$ cat src/rtl/hd_kernel_pkg.sv
// Shared types for the hd_kernel scheduler, kernel wrapper and bench.
// Optional output register stage is selected in hd_kernel_sched by HDK_OUT_REG_EN.
package hd_kernel_pkg;

  localparam int unsigned OP_W   = 8;
  localparam int unsigned STAT_W = 16;

  typedef logic [OP_W-1:0] op_t;
  typedef logic [OP_W-1:0] res_t;

  typedef struct packed {
    op_t a;
    op_t b;
  } op_pair_t;

  typedef enum logic {
    ST_EMPTY = 1'b0,
    ST_FULL  = 1'b1
  } stage_e;

  // Round-robin successor of idx in 0..n-1.
  function automatic int unsigned rr_next(input int unsigned idx, input int unsigned n);
    return (idx + 1 >= n) ? 0 : idx + 1;
  endfunction

endpackage

$ cat src/rtl/hd_rr_arb.sv
// Round-robin arbiter: first valid requester at or after ptr_i (wrapping) wins.
module hd_rr_arb #(
  parameter int unsigned NUM_REQ = 4,
  parameter int unsigned ID_W    = $clog2(NUM_REQ)
) (
  input  logic [NUM_REQ-1:0] req_i,
  input  logic [ID_W-1:0]    ptr_i,
  input  logic               en_i,
  output logic [NUM_REQ-1:0] gnt_o,
  output logic [ID_W-1:0]    idx_o,
  output logic               vld_o
);

  always_comb begin
    int unsigned j;
    gnt_o = '0;
    idx_o = '0;
    vld_o = 1'b0;
    j     = 0;
    for (int unsigned k = 0; k < NUM_REQ; k++) begin
      j = 32'(ptr_i) + k;
      if (j >= NUM_REQ) j = j - NUM_REQ;
      if (!vld_o && req_i[ID_W'(j)]) begin
        vld_o = 1'b1;
        idx_o = ID_W'(j);
      end
    end
    if (en_i && vld_o) gnt_o = NUM_REQ'(1) << idx_o;
  end

endmodule

$ cat src/rtl/hd_kernel_sched.sv
// Round-robin scheduler sharing one combinational hd kernel among NUM_REQ requesters.
// Define HDK_OUT_REG_EN to register the kernel result (stage S2, latency 2).
module hd_kernel_sched
  import hd_kernel_pkg::*;
#(
  parameter int unsigned NUM_REQ = 4,
  parameter int unsigned ID_W    = $clog2(NUM_REQ)
) (
  input  logic                     clk,
  input  logic                     rst_n,
  input  logic [NUM_REQ-1:0]       req_valid,
  output logic [NUM_REQ-1:0]       req_ready,
  input  logic [NUM_REQ*OP_W-1:0]  req_a,
  input  logic [NUM_REQ*OP_W-1:0]  req_b,
  output op_t                      krn_a,
  output op_t                      krn_b,
  input  res_t                     krn_y,
  output logic                     rsp_valid,
  input  logic                     rsp_ready,
  output res_t                     rsp_data,
  output logic [ID_W-1:0]          rsp_id,
  output logic [STAT_W-1:0]        stat_issued
);

  stage_e              s1_st_q, s1_st_d;
  op_pair_t            s1_op_q, s1_op_d;
  logic [ID_W-1:0]     s1_id_q, s1_id_d;
  logic [ID_W-1:0]     rr_ptr_q, rr_ptr_d;
  logic [STAT_W-1:0]   stat_q, stat_d;

  logic                s1_vld;
  logic                s1_adv;
  logic                arb_en;
  logic                arb_vld;
  logic                accept;
  logic [NUM_REQ-1:0]  arb_gnt;
  logic [ID_W-1:0]     arb_idx;
  op_pair_t            sel_op;

  assign s1_vld = (s1_st_q == ST_FULL);

  // Grants are suppressed while in reset so nothing is accepted that would be lost.
  assign arb_en = rst_n && (!s1_vld || s1_adv);
  assign accept = arb_en && arb_vld;

  hd_rr_arb #(
    .NUM_REQ (NUM_REQ),
    .ID_W    (ID_W)
  ) u_arb (
    .req_i (req_valid),
    .ptr_i (rr_ptr_q),
    .en_i  (arb_en),
    .gnt_o (arb_gnt),
    .idx_o (arb_idx),
    .vld_o (arb_vld)
  );

  assign req_ready = arb_gnt;

  // Operand mux for the winning requester.
  always_comb begin
    sel_op = '0;
    for (int unsigned i = 0; i < NUM_REQ; i++) begin
      if (arb_idx == ID_W'(i)) begin
        sel_op.a = req_a[i*OP_W +: OP_W];
        sel_op.b = req_b[i*OP_W +: OP_W];
      end
    end
  end

  always_comb begin
    s1_st_d  = s1_st_q;
    s1_op_d  = s1_op_q;
    s1_id_d  = s1_id_q;
    rr_ptr_d = rr_ptr_q;
    stat_d   = stat_q;
    if (accept) begin
      s1_st_d  = ST_FULL;
      s1_op_d  = sel_op;
      s1_id_d  = arb_idx;
      rr_ptr_d = ID_W'(rr_next(32'(arb_idx), NUM_REQ));
      stat_d   = stat_q + STAT_W'(1);
    end else if (s1_adv) begin
      s1_st_d  = ST_EMPTY;
    end
  end

  always_ff @(posedge clk or negedge rst_n) begin
    if (!rst_n) begin
      s1_st_q  <= ST_EMPTY;
      s1_op_q  <= '0;
      s1_id_q  <= '0;
      rr_ptr_q <= '0;
      stat_q   <= '0;
    end else begin
      s1_st_q  <= s1_st_d;
      s1_op_q  <= s1_op_d;
      s1_id_q  <= s1_id_d;
      rr_ptr_q <= rr_ptr_d;
      stat_q   <= stat_d;
    end
  end

  assign krn_a       = s1_op_q.a;
  assign krn_b       = s1_op_q.b;
  assign stat_issued = stat_q;

`ifdef HDK_OUT_REG_EN
  stage_e          s2_st_q, s2_st_d;
  res_t            s2_y_q, s2_y_d;
  logic [ID_W-1:0] s2_id_q, s2_id_d;
  logic            s2_vld;

  assign s2_vld = (s2_st_q == ST_FULL);
  assign s1_adv = !s2_vld || rsp_ready;

  always_comb begin
    s2_st_d = s2_st_q;
    s2_y_d  = s2_y_q;
    s2_id_d = s2_id_q;
    if (s1_vld && s1_adv) begin
      s2_st_d = ST_FULL;
      s2_y_d  = krn_y;
      s2_id_d = s1_id_q;
    end else if (rsp_ready) begin
      s2_st_d = ST_EMPTY;
    end
  end

  always_ff @(posedge clk or negedge rst_n) begin
    if (!rst_n) begin
      s2_st_q <= ST_EMPTY;
      s2_y_q  <= '0;
      s2_id_q <= '0;
    end else begin
      s2_st_q <= s2_st_d;
      s2_y_q  <= s2_y_d;
      s2_id_q <= s2_id_d;
    end
  end

  assign rsp_valid = s2_vld;
  assign rsp_data  = s2_y_q;
  assign rsp_id    = s2_id_q;
`else
  // Response is the live kernel output; S1 holds it stable under back-pressure.
  assign s1_adv    = rsp_ready;
  assign rsp_valid = s1_vld;
  assign rsp_data  = krn_y;
  assign rsp_id    = s1_id_q;
`endif

endmodule

$ cat config.mk
export PLATFORM = sky130hd
export DESIGN_NAME = hd_kernel_sched
export DESIGN_NICKNAME = d
export VERILOG_FILES = /design/src/rtl/hd_kernel_pkg.sv /design/src/rtl/hd_rr_arb.sv /design/src/rtl/hd_kernel_sched.sv
export SDC_FILE = /design/constraint.sdc
export NUM_CORES = 1
export LEC_CHECK = 0
export CORE_UTILIZATION = 35
export CTS_CLUSTER_DIAMETER = 100
export DETAILED_ROUTE_END_ITERATION = 7
export PLACE_DENSITY = 0.78
export SETUP_SLACK_MARGIN = 0.3
export SYNTH_ARGS = -nofsm -noshare
export SYNTH_HDL_FRONTEND = slang
export SYNTH_HIERARCHICAL = 1
export SYNTH_SLANG_ARGS = --single-unit
$ cat constraint.sdc
create_clock -name clk -period 3.8 [get_ports clk]
set_input_delay 0.76 -clock clk [delete_from_list [all_inputs] [get_ports clk]]
set_output_delay 0.76 -clock clk [all_outputs]
set_load 0.01 [all_outputs]
==> metrics.txt <==
outcome=finished clean; drt drc=0; Worst Hold Endpoint=stat_issued[15]; ys async rst share=1.00; Crit path max-delay family=buffers and inverters; Die H=roughly 83 µm; Fin Setup TNS=0 ps; worst endpoint data arrival time=approximately 2600 ps; Worst-path clk slew=~70 ps; post-synthesis register bit count=37; global-route wire length before repair=8960 µm; max frequency=299 MHz; DPL Wire Length=4430 µm; routed wire length=about 5700 µm; diodes inserted=0; Layout Utilization=0.546; number of CTS-inserted buffers=5; post-cts resize count=0; Max Used Layer=met4; Setup WS post-layout=455 ps; hold path depth=1; crit-path cells=clkdlybuf4s50_1 -> a21oi_1 -> o21a_1 -> o22ai_2 -> inv_2 -> nor3_2 -> clkdlybuf4s50_1; worst path buffer plus inverter count=3; worst-path maximum fanout=5; Syn Area/Cell=8.30 µm²; Static Leak=roughly 1.5 nW; r2r worst-path depth=9; Detail Route met2 WL=2790 µm; Worst Tran Pin Value=1100 ps; Vias/cell=4.88; worst r2r src=rr_ptr_q[1]; Syn Inst Count=roughly 280; Root Buffer=clkbuf_8; Worst slew margin=0.267; clk buf depth=2; Worst Path Required=between 3000 and 4000 ps; drt initial violations=74; gr ovfl total=0; period utilisation layout=0.880; Clock Skews=2.04 ps; total power=1.87 mW; final instance area=3450 µm²; Max Transition Viols Final=0; Post-Syn Nets=359; Min Hold Slack=477 ps; antenna-violating nets left=0; CTS tree=done; row cnt=29; initial antenna violation count=0; hold buffer count at cts=0; wl on met1=around 2600 µm; Initial Util=0.362; worst IR drop on VDD=0.243 mV; HP Class=reg2reg; dpl cells=441; die width=82.8 µm; dominant synthesized flop cell=dfrtp_1; GPL Wtd Cong=0.761; Final setup viols=0; mapped cell area=between 2000 and 2500 µm²; pre-CTS WS=363 ps; RSZ-0062 raised after global routing=no; placed instance area=3370 µm²; pwr dens=542 nW/µm²; port bufs=roughly 110; boundary pin count=126; clock sinks=37; max-cap viol count=0; DR WL met3=313 µm; full die area=6850 µm²; CP endpoint kind=primary output; largest net degree at the start of global routing=40; # Post-CTS Setup Buffers=0; Reg2Reg Setup Slack=roughly 1100 ps; fin cells=approximately 450; post-synthesis sequential area ratio=0.405; fin nets=455; Post-synth EDFFs=0; GR Util All Layers=0.171; slowest CP cell=clkdlybuf4s50_1; drt wl/cell=12.8 µm; Synth warnings=6; Reg-to-Reg End=krn_a[7]; vias=around 2200; core region area=6310 µm²; Final Hold Vio Count=0; drt pass-1 iters=4; number of global-route vias before repair=2017; worst hold start=stat_issued[15]; Final min period=3340 ps; Worst path max stage delay=550 ps; library cells used by synthesis=38; share of cells above drive strength 1=0.0645; Skew-Pair Late Insertion Delay=280 ps; Area Overhead vs Synth=50.9%; crit path launch type=primary input; crit path kind=in2out; Critical Path Most Common Cell=clkdlybuf4s50_1; H-tree levels=2
final cells by class:
type	count	area [µm²]
sequential	37	926
inverter	21	78.8
timing repair buffer	112	1110
tap	77	96.3
multi-input combinational	194	1160
clock buffer	8	80.1
fill	588	2870
cells in the final DEF, fill, tap and decap left out, drive strengths merged:
cell / n
and2b: 1
nand4: 4
a22oi: 16
nand3: 6
ha: 5
clkdlybuf4s50: 108
inv: 21
and3: 2
dfrtp: 37
o21ai: 18
o31ai: 1
a21oi: 52
or2: 1
xor2: 3
nor3: 8
mux2i: 1
nand2: 36
or4: 1
nor2: 20
xnor2: 12
o22ai: 2
nand2b: 3
o21a: 1
clkbuf: 8
buf: 4
and2: 1
per-layer routing:
layer | GRT usage | vias to the layer above
li1 | - | 1115
met1 | 0.211 | 990
met2 | 0.296 | 78
met3 | 0.0361 | 8
met4 | 0.0534 | 0
met5 | 0 | -
cells by family after synthesis:
group | share of synthesized area
compound gates | 0.221
xor+xnor | 0.0575
fa+ha+maj | 0.0274
buf+inv | 0.0882
flops | 0.405
mux | 0.00438
simple gates | 0.196
registers in the layout, summed over array words and instances (netlist names):
name         count
stat_issued     16
krn_b            8
krn_a            8
rsp_id           2
rsp_valid        1
rr_ptr_q         2
worst max path at each step:
stage | start | end | slack [ps] | depth (start not counted)
global route | req_valid[2] | krn_a[7] | 360 | 9
detailed placement | req_valid[0] | krn_a[7] | 360 | 9
floorplan | req_valid[2] | req_ready[3] | 1500 | 4
finish | req_valid[0] | req_ready[1] | 460 | 7
CTS | req_valid[0] | req_ready[1] | 450 | 7
global placement | req_valid[0] | krn_a[7] | 480 | 9
power breakdown:
group / internal (mW) / leakage [nW] / switching, mW
logic: 0.494 / 0.963 / 0.489
registers: 0.518 / 0.454 / 0.111
clock network: 0.130 / 0.0395 / 0.126
total: 1.14 / 1.46 / 0.726
synth_stat cells (3+ instances only):
library cell | instances | area [µm²]
clkbuf_1 | 9 | 33.8
nand4_1 | 3 | 18.8
nor2_1 | 19 | 71.3
a22oi_1 | 16 | 120
nor3_1 | 3 | 15.0
inv_1 | 20 | 75.1
ha_1 | 5 | 62.6
a21oi_1 | 52 | 260
xnor2_1 | 12 | 105
dfrtp_1 | 37 | 926
nand3_1 | 5 | 25.0
nand2b_1 | 3 | 18.8
nand2_1 | 34 | 128
o21ai_0 | 16 | 80.1
nor3_4 | 3 | 48.8
buf_4 | 8 | 60.1
buf_2 | 4 | 20.0
xor2_1 | 3 | 26.3
No activity file was read; power rests on OpenSTA's default activity.
